**src/rtl/percep_pkg.sv**
```systemverilog
// rtl/percep_pkg.sv - shared sizes, sample limit and FSM encoding for the ydx reader
package percep_pkg;

    localparam int ATTR        = 5;
    localparam int X_WIDTH     = 16;
    localparam int MEM_WIDTH   = 17;
    localparam int MEM_ADDR    = 7;
    localparam int MAX_SAMPLES = 25;

    typedef enum logic [1:0] {
        ST_IDLE  = 2'd0,
        ST_FETCH = 2'd1,
        ST_HOLD  = 2'd2,
        ST_FIN   = 2'd3
    } state_t;

    function automatic logic [4:0] clamp_samples(input logic [4:0] n);
        return (n > 5'(MAX_SAMPLES)) ? 5'(MAX_SAMPLES) : n;
    endfunction

endpackage

```
**src/rtl/percep_ydx_reader_if.sv**
```systemverilog
// rtl/percep_ydx_reader_if.sv - dataset memory port and sample stream of the ydx reader
interface percep_ydx_reader_if #(
    parameter int MEM_WIDTH = percep_pkg::MEM_WIDTH,
    parameter int MEM_ADDR  = percep_pkg::MEM_ADDR,
    parameter int ATTR      = percep_pkg::ATTR,
    parameter int X_WIDTH   = percep_pkg::X_WIDTH
);
    logic                    mem_cs;
    logic                    mem_oe;
    logic                    mem_we;
    logic [MEM_ADDR-1:0]     mem_addr;
    logic [MEM_WIDTH-1:0]    mem_rdata;
    logic                    s_valid;
    logic                    s_ready;
    logic                    s_yd;
    logic [ATTR*X_WIDTH-1:0] s_x;

    modport master (
        output mem_cs, mem_oe, mem_we, mem_addr,
        input  mem_rdata,
        output s_valid, s_yd, s_x,
        input  s_ready
    );

    modport slave (
        input  mem_cs, mem_oe, mem_we, mem_addr,
        output mem_rdata,
        input  s_valid, s_yd, s_x,
        output s_ready
    );
endinterface

```
**src/rtl/percep_ydx_sbuf.sv**
```systemverilog
// rtl/percep_ydx_sbuf.sv - sample assembly register; shadow buffer when PERCEP_RD_PREFETCH_EN is defined
module percep_ydx_sbuf #(
    parameter int MEM_WIDTH = percep_pkg::MEM_WIDTH,
    parameter int ATTR      = percep_pkg::ATTR,
    parameter int X_WIDTH   = percep_pkg::X_WIDTH
) (
    input  logic                    clk,
    input  logic                    rst_n,
    input  logic                    cap_en,
    input  logic [2:0]              row,
    input  logic [MEM_WIDTH-1:0]    rdata,
`ifdef PERCEP_RD_PREFETCH_EN
    input  logic                    load,
`endif
    output logic                    s_yd,
    output logic [ATTR*X_WIDTH-1:0] s_x
);
    import percep_pkg::*;

    logic [ATTR*X_WIDTH-1:0] asm_x, asm_x_next;
    logic                    asm_yd, asm_yd_next;

    // yd only ever comes from row 0 of a sample
    always_comb begin
        asm_x_next  = asm_x;
        asm_yd_next = asm_yd;
        if (cap_en) begin
            asm_x_next[row*X_WIDTH +: X_WIDTH] = rdata[X_WIDTH-1:0];
            if (row == 3'd0) begin
                asm_yd_next = rdata[MEM_WIDTH-1];
            end
        end
    end

    always_ff @(posedge clk) begin
        if (!rst_n) begin
            asm_x  <= '0;
            asm_yd <= 1'b0;
        end else begin
            asm_x  <= asm_x_next;
            asm_yd <= asm_yd_next;
        end
    end

`ifdef PERCEP_RD_PREFETCH_EN
    // load may coincide with the last row capture, so it takes the post-capture view
    always_ff @(posedge clk) begin
        if (!rst_n) begin
            s_x  <= '0;
            s_yd <= 1'b0;
        end else if (load) begin
            s_x  <= asm_x_next;
            s_yd <= asm_yd_next;
        end
    end
`else
    assign s_x  = asm_x;
    assign s_yd = asm_yd;
`endif

endmodule

```
**src/rtl/percep_ydx_reader.sv**
```systemverilog
// rtl/percep_ydx_reader.sv - streams (yd, x4..x0) samples out of dataset memory; PERCEP_RD_PREFETCH_EN adds prefetch
module percep_ydx_reader #(
    parameter int MEM_WIDTH = percep_pkg::MEM_WIDTH,
    parameter int MEM_ADDR  = percep_pkg::MEM_ADDR,
    parameter int ATTR      = percep_pkg::ATTR,
    parameter int X_WIDTH   = percep_pkg::X_WIDTH
) (
    input  logic                clk,
    input  logic                rst_n,
    input  logic                start,
    input  logic [4:0]          n_sample,
    percep_ydx_reader_if.master bus,
    output logic                busy,
    output logic                done
);
    import percep_pkg::*;

    state_t                  state_q, state_d;
    logic [2:0]              row_q;
    logic [4:0]              cnt_q;
    logic [4:0]              idx_q;
    logic [4:0]              fidx_q;
    logic                    fetch_now, last_row, fetch_done, hs, more;
    logic [MEM_ADDR-1:0]     addr;
    logic                    s_yd_w;
    logic [ATTR*X_WIDTH-1:0] s_x_w;
`ifdef PERCEP_RD_PREFETCH_EN
    logic                    shadow_full_q;
    logic                    load;
`endif

    // idx_q counts delivered samples, fidx_q counts fully fetched ones
    always_comb begin
        fetch_now = (state_q == ST_FETCH);
`ifdef PERCEP_RD_PREFETCH_EN
        if (state_q == ST_HOLD && fidx_q != cnt_q && !shadow_full_q) begin
            fetch_now = 1'b1;
        end
`endif
        last_row   = (row_q == 3'(ATTR - 1));
        fetch_done = fetch_now && last_row;
        hs         = (state_q == ST_HOLD) && bus.s_ready;
        more       = (idx_q + 5'd1) != cnt_q;
    end

`ifdef PERCEP_RD_PREFETCH_EN
    assign load = (fetch_done && (state_q == ST_FETCH || hs)) || (hs && shadow_full_q);
`endif

    always_comb begin
        state_d = state_q;
        case (state_q)
            ST_IDLE:  if (start) state_d = (n_sample == 5'd0) ? ST_FIN : ST_FETCH;
            ST_FETCH: if (fetch_done) state_d = ST_HOLD;
            ST_HOLD: begin
                if (hs) begin
                    state_d = more ? ST_FETCH : ST_FIN;
`ifdef PERCEP_RD_PREFETCH_EN
                    if (shadow_full_q || fetch_done) state_d = ST_HOLD;
`endif
                end
            end
            ST_FIN:   state_d = ST_IDLE;
            default:  state_d = ST_IDLE;
        endcase
    end

    always_ff @(posedge clk) begin
        if (!rst_n) begin
            state_q <= ST_IDLE;
            row_q   <= '0;
            cnt_q   <= '0;
            idx_q   <= '0;
            fidx_q  <= '0;
`ifdef PERCEP_RD_PREFETCH_EN
            shadow_full_q <= 1'b0;
`endif
        end else begin
            state_q <= state_d;
            if (state_q == ST_IDLE) begin
                if (start) begin
                    cnt_q  <= clamp_samples(n_sample);
                    idx_q  <= '0;
                    fidx_q <= '0;
                    row_q  <= '0;
`ifdef PERCEP_RD_PREFETCH_EN
                    shadow_full_q <= 1'b0;
`endif
                end
            end else begin
                if (fetch_now)  row_q  <= last_row ? 3'd0 : row_q + 3'd1;
                if (fetch_done) fidx_q <= fidx_q + 5'd1;
                if (hs)         idx_q  <= idx_q + 5'd1;
`ifdef PERCEP_RD_PREFETCH_EN
                if (state_q == ST_HOLD && fetch_done && !hs) shadow_full_q <= 1'b1;
                else if (hs)                                 shadow_full_q <= 1'b0;
`endif
            end
        end
    end

    assign addr = MEM_ADDR'(fidx_q) * MEM_ADDR'(ATTR) + MEM_ADDR'(row_q);

    assign bus.mem_cs   = fetch_now;
    assign bus.mem_oe   = fetch_now;
    assign bus.mem_we   = 1'b0;
    assign bus.mem_addr = fetch_now ? addr : '0;
    assign bus.s_valid  = (state_q == ST_HOLD);
    assign bus.s_yd     = s_yd_w;
    assign bus.s_x      = s_x_w;
    assign busy         = (state_q != ST_IDLE);
    assign done         = (state_q == ST_FIN);

    percep_ydx_sbuf #(
        .MEM_WIDTH (MEM_WIDTH),
        .ATTR      (ATTR),
        .X_WIDTH   (X_WIDTH)
    ) u_sbuf (
        .clk    (clk),
        .rst_n  (rst_n),
        .cap_en (fetch_now),
        .row    (row_q),
        .rdata  (bus.mem_rdata),
`ifdef PERCEP_RD_PREFETCH_EN
        .load   (load),
`endif
        .s_yd   (s_yd_w),
        .s_x    (s_x_w)
    );

endmodule

```
**src/flat_wrapper.sv**
```systemverilog
// flat-port wrapper written by rule: the top's interface ports become plain ports
module percep_ydx_reader_flat import percep_pkg::*;
#(
    parameter int MEM_WIDTH = percep_pkg::MEM_WIDTH,
    parameter int MEM_ADDR  = percep_pkg::MEM_ADDR,
    parameter int ATTR      = percep_pkg::ATTR,
    parameter int X_WIDTH   = percep_pkg::X_WIDTH
)
  (clk, rst_n, start, n_sample, busy, done, bus_mem_cs, bus_mem_oe, bus_mem_we, bus_mem_addr, bus_mem_rdata, bus_s_valid, bus_s_yd, bus_s_x, bus_s_ready);
  percep_ydx_reader_if #(.MEM_WIDTH(MEM_WIDTH), .MEM_ADDR(MEM_ADDR), .ATTR(ATTR), .X_WIDTH(X_WIDTH)) bus_i ();
  input  logic clk;
  input  logic rst_n;
  input  logic start;
  input  logic [4:0] n_sample;
  output logic busy;
  output logic done;
  output wire logic [$bits(bus_i.mem_cs)-1:0] bus_mem_cs;
  output wire logic [$bits(bus_i.mem_oe)-1:0] bus_mem_oe;
  output wire logic [$bits(bus_i.mem_we)-1:0] bus_mem_we;
  output wire logic [$bits(bus_i.mem_addr)-1:0] bus_mem_addr;
  input wire logic [$bits(bus_i.mem_rdata)-1:0] bus_mem_rdata;
  output wire logic [$bits(bus_i.s_valid)-1:0] bus_s_valid;
  output wire logic [$bits(bus_i.s_yd)-1:0] bus_s_yd;
  output wire logic [$bits(bus_i.s_x)-1:0] bus_s_x;
  input wire logic [$bits(bus_i.s_ready)-1:0] bus_s_ready;
  assign bus_mem_cs = bus_i.mem_cs;
  assign bus_mem_oe = bus_i.mem_oe;
  assign bus_mem_we = bus_i.mem_we;
  assign bus_mem_addr = bus_i.mem_addr;
  assign bus_i.mem_rdata = bus_mem_rdata;
  assign bus_s_valid = bus_i.s_valid;
  assign bus_s_yd = bus_i.s_yd;
  assign bus_s_x = bus_i.s_x;
  assign bus_i.s_ready = bus_s_ready;
  percep_ydx_reader #(.MEM_WIDTH(MEM_WIDTH), .MEM_ADDR(MEM_ADDR), .ATTR(ATTR), .X_WIDTH(X_WIDTH)) u_core (.clk(clk), .rst_n(rst_n), .start(start), .n_sample(n_sample), .bus(bus_i), .busy(busy), .done(done));
endmodule
```
**config.mk**
```make
export PLATFORM = sky130hd
export DESIGN_NAME = percep_ydx_reader_flat
export DESIGN_NICKNAME = d
export VERILOG_FILES = /design/src/rtl/percep_pkg.sv /design/src/rtl/percep_ydx_reader_if.sv /design/src/rtl/percep_ydx_sbuf.sv /design/src/rtl/percep_ydx_reader.sv /design/src/flat_wrapper.sv
export SDC_FILE = /design/constraint.sdc
export NUM_CORES = 1
export LEC_CHECK = 0
export BUFFER_PORTS_ARGS = -buffer_cell sky130_fd_sc_hd__buf_2
export CAP_MARGIN = 30
export CORE_ASPECT_RATIO = 1.1
export CORE_MARGIN = 2
export CORE_UTILIZATION = 35
export DETAILED_ROUTE_END_ITERATION = 12
export PLACE_DENSITY = 0.64
export SLEW_MARGIN = 20
export SYNTH_ARGS = -nofsm -noshare
export SYNTH_HDL_FRONTEND = slang
export SYNTH_SLANG_ARGS = --single-unit
```
**constraint.sdc**
```tcl
create_clock -name clk -period 2.7 [get_ports clk]
set_input_delay 0.135 -clock clk [delete_from_list [all_inputs] [get_ports clk]]
set_output_delay 0.135 -clock clk [all_outputs]
set_load 0.05 [all_outputs]
```
Word-level counts from Yosys, hierarchy flattened --
Index checks and enable logic that the tools add are counted.
Storage, ports and cells: register bits after elaboration 101, input bits 26, logic and storage cells 57
Operators by class: add/sub/neg operators 5, $mul 1, $lt $le $gt $ge 1, equal/unequal tests 8, shift-type cells 2, mux-type cells 18, reductions and logical operators 15
Operators by type and width (count):
- bitwise mux 80 bit | 1
- variable shift 16 x 34 -> 80 bit, first input constant | 1
- indexed part select 16 x 34 -> 80 bit | 1
- negation 7 -> 34 bit | 1
- 2-to-1 mux 5 bit | 6
- 2-to-1 mux 3 bit | 4
- adder 5 x 1 -> 5 bit, second input constant | 2
- 2-to-1 mux 2 bit | 5
- AND reduction 2 bit | 5
- case mux 2 bit (4 select lines) | 1
- nonzero test 2 bit | 4
- adder 7 x 3 -> 7 bit | 1
- multiplier 5 x 3 -> 7 bit, second input constant | 1
- 2-to-1 mux 7 bit | 1
- > comparator 5 bit, second input constant | 1
- zero test 5 bit | 1
- != test 5 bit | 1
- == test 2 bit, second input constant | 2
- != test 2 bit, second input constant | 2
- adder 3 x 1 -> 3 bit, second input constant | 1
- == test 3 bit, second input constant | 1
- zero test 3 bit | 1
- AND reduction 3 bit | 1
- == test 2 x 1 -> 1 bit, second input constant | 1
- 3 further kinds | 4

Logic depth before layout (Yosys ltp) --
word-level depth 5, gate-level depth with buffers 12, gate-level depth less buffers 7

Modules after synthesis --
Synthesis repeated with hierarchy kept, for this count alone.
Unflattened totals: cells, all modules 517, area, all modules 4702.0 um2
Modules (own cells, without submodules):
- percep_ydx_sbuf | instances 1, cells an instance 346, area each 3246.9 um2, seq. area each 1621.6 um2
- percep_ydx_reader | instances 1, cells an instance 171, area each 1455.1 um2, seq. area each 400.4 um2

Least setup slack after synthesis --
OpenSTA, ideal clock, no wires.
kind flip-flop to output port, from register u_core.fidx_q[0], to output bus_mem_addr[5], arrival time 2.397 ns, data required time 2.565 ns, slack 0.168 ns, cell stages (with the launch flop) 8, buffers on the path 0, path through dfxtp_1 > ha_1 > ha_1 > fa_1 > a21o_1 > a21oi_1 > xor2_1 > nor2_1
Between the ends: longest elaborated chain between the ends 3
Ends and longest elaborated chain:
- start, declared | line percep_ydx_reader.sv:22 | logic [4:0] fidx_q;
- start signal, assigned | line percep_ydx_reader.sv:92 | if (fetch_done) fidx_q <= fidx_q + 5'd1;
- multiplier 5 x 3 -> 7 bit | line percep_ydx_reader.sv:102 | assign addr = MEM_ADDR'(fidx_q) * MEM_ADDR'(ATTR) + MEM_ADDR'(row_q);
- adder 7 x 3 -> 7 bit | line percep_ydx_reader.sv:102
- 2-to-1 mux 7 bit | line percep_ydx_reader.sv:107 | assign bus.mem_addr = fetch_now ? addr : '0;
- end, declared | line flat_wrapper.sv:20 | output wire logic [$bits(bus_i.mem_addr)-1:0] bus_mem_addr;
Every way passes these cells.

Worst setup path in the final report --
from register u_core.fidx_q[1], to output bus_mem_addr[5]
The elaborated chain is that of the path after synthesis.

==> results.yml <==
run_status:
  status: "complete, no violations"
critical_path:
  crit_path_max_incr_delay_ns: 0.42
  critPathKind: "reg2out"
  critPathMaxFanout: 5
  crit_top_cell: "ha_1"
  slowest_stage: "dfxtp_1"
  cp_cell_sequence: "ha_1 > ha_1 > ha_1 > a21o_1 > a21oi_1 > xor2_1 > nor2_1 > buf_6"
  end_kind: "output port"
  cp.buffers_inverters: 1
  reg2reg_from: "u_core.row_q[0]"
  r2r_slack_ns: 0.48
  crit_end: "bus_mem_addr[5]"
  startpoint: "u_core.fidx_q[1]"
  worst_ep_required_time_ns: 2.57
  r2r_cells: 7
  start_kind: "flop"
  critPathTopFamily: "adder cells"
  crit_arrival_ns: 2.48
  r2r-end: "u_core.u_sbuf.s_x[69]"
  path_depth: 8
yosys:
  synthMuxAreaShare: 0.0370
  synthCells: 539
  synth_compound_area_frac: 0.151
  syn_area_per_cell_um2: 9.03
  synth_seq_cells: 101
  synth_area_mm2: 0.00487
  yosys.area_share.simple: 0.253
  synthAdderAreaFrac: 0.0632
  seq_area_frac_synth: 0.415
  synth_nets: 589
  synthArstFlopShare: 0
  synth-main-ff-cell: "dfxtp_1"
  synth_xor_area_frac: 0.0198
  synth_edf_count: 0
  synth.distinct_cells: 48
  synth_top_family_by_area: "simple AND/OR/NAND/NOR gates"
  ys_warn_count: 0
clock_tree:
  cts_buffer_depth: 2
  postCtsSetupBuffers: 0
  ctsResizeCount: 3
  cts_sinks: 101
  clkTransAtPathRegs_ns: 0.07
  numCtsBuffers: 9
  cts-root-buf: "clkbuf_16"
  hold_buffers: 0
  clk_latency_ns: 0.35
  cts_tree: "built"
  h-tree-depth: 3
grt:
  grt_use_total: 0.180
  grt-ovfl-total: 0
  grt_pass1_wl_um: 20600
  grt_pass1_vias: 3868
  grt_max_degree: 56
  antenna_found_initial: 0
final_layout:
  utilization: 0.425
  instances_no_fill: 823
  diodes: 0
  final_cell_mix: "buf_2, dfxtp_1, nand2_1"
  area_growth_pct: 19.5
  final_common_cell: "buf_2"
  drive_gt1_frac: 0.250
  nets: 683
  design_area_mm2: 0.00582
routing:
  drtIter0Drc: 233
  vias_per_cell: 5.05
  drt_wl_total_um: 13200
  post-route-drc-count: 0
  ant_nets: 0
  wl_per_cell_um: 16.1
  firstDrtPassIters: 4
  vias: 4154
placement:
  placed_area_mm2: 0.00550
  dpl.hpwl_um: 9400
  io_buffers: 118
  dp.cells: 810
  gp_congestion: 0.802
floorplanning:
  die-area_mm2: 0.0149
  initial_core_util: 0.356
  ios: 120
  die_x_um: 116
  die_y_um: 128
  row_count: 45
  fp.coreArea_mm2: 0.0137
sta:
  fin_crit_sh: 0.967
  fmax_mhz: 383
  finalSetupViolations: 0
  tns_ns: 0
  tightest_slew_ns: 0.893
  fin_crit_ns: 2.61
  finalHoldViolCount: 0
  slew_headroom: 0.405
  finClkSkew_ns: 0.00850
  maxSlewViolCount: 0
job:
  maxCapViolCount: 0
power:
  irDropWorstVdd_v: 0.000257
  swShare: 0.258
  pwr-share-seq: 0.477
  combPwrFrac: 0.117
  p_int_mw: 2.39
  clkPwrFrac: 0.406
  p_per_area_mw_per_mm2: 553
  p_sw_mw: 0.831
  leakagePower_nw: 2.57
min_path:
  min_path_type: "in2reg"
==> power groups by stage <==
stage	Combinational [mW]	Clock [mW]	Sequential, mW
finish	0.376	1.31	1.54
global route	0.405	1.40	1.54
CTS	0.378	1.34	1.54
detailed placement	0.377	0	1.57
global placement	0.373	0	1.57
floorplan	0.216	0	1.63
==> per-layer routing <==
layer,GRT usage,part of all wire,up-vias
met1,0.215,0.42,1972
met2,0.310,0.51,111
met4,0.0777,0.018,0
li1,-,-,2055
met3,0.0383,0.051,16
met5,0,0,-
==> tightest hold or removal path, stage by stage <==
cell and delay (ns):
buf_2 0.10, nand3_1 0.05, a21boi_0 0.06
==> registers in the layout (all words and copies together) (netlist names) <==
register,count
u_core.state_q,2
u_core.fidx_q,5
u_core.cnt_q,5
u_core.idx_q,5
u_core.u_sbuf.s_yd,1
u_core.u_sbuf.s_x,80
u_core.row_q,3
==> stage by stage <==
stage / power [mW] / hold WS (ns) / setup WS [ns]
after global placement: 1.94 / 0.421 / 0.419
after detailed placement: 1.95 / 0.426 / 0.328
final: 3.22 / 0.0561 / 0.0889
after floorplan: 1.84 / 0.270 / 0.168
after CTS: 3.25 / 0.0543 / 0.0114
after global routing: 3.34 / 0.0559 / -0.0383
==> worst min path at each step <==
stage                                  from                     to  depth (start not counted)
after floorplan           bus_mem_rdata[13]  u_core.u_sbuf.s_x[77]                          2
after global placement          n_sample[0]        u_core.cnt_q[0]                          2
after detailed placement        n_sample[0]        u_core.cnt_q[0]                          2
after CTS                       n_sample[0]        u_core.cnt_q[0]                          2
after global routing      bus_mem_rdata[16]     u_core.u_sbuf.s_yd                          3
final                     bus_mem_rdata[16]     u_core.u_sbuf.s_yd                          3
==> cell usage after synthesis (2+ instances only) <==
master	number	area [um^2]
dfxtp_1	101	2020
nand2_1	79	297
a21boi_1	66	495
nand3_1	59	295
nor2b_1	25	156
ha_1	23	288
mux2i_1	18	180
clkbuf_1	16	60.1
nor2_1	15	56.3
nand4_1	14	87.6
buf_2	12	60.1
o21ai_0	11	55.1
buf_6	10	113
a21boi_0	7	52.6
and2_1	7	43.8
xnor2_1	6	52.6
buf_4	5	37.5
inv_1	5	18.8
or3_1	5	31.3
xor2_1	5	43.8
a21oi_1	4	20.0
and4_4	4	45.0
nand4_2	4	50.1
nor3_1	4	20.0
a21o_1	3	22.5
and3b_1	3	26.3
nor4_1	3	18.8
a22oi_1	2	15.0
nand3b_1	2	15.0
nor3b_1	2	15.0
o31ai_1	2	15.0
==> cell type report <==
| class | instances | area [um^2] |
|---|---|---|
| clock buffers | 11 | 253 |
| clock inverters | 2 | 35.0 |
| fillers | 1380 | 7870 |
| inverters | 6 | 22.5 |
| multi-input cells | 389 | 2570 |
| flip-flops and latches | 101 | 2030 |
| well taps | 188 | 235 |
| repair buffers | 126 | 676 |
==> cell families after synthesis <==
group / after synthesis
AOI/OAI and AO/OA: 102
and+or+nand+nor: 233
DFF: 101
buffers and inverters: 49
other: 1
xor gates and xnor gates: 11
muxes: 18
adders and majority gates: 24
Note: power is estimated with default switching activity, not from simulation.
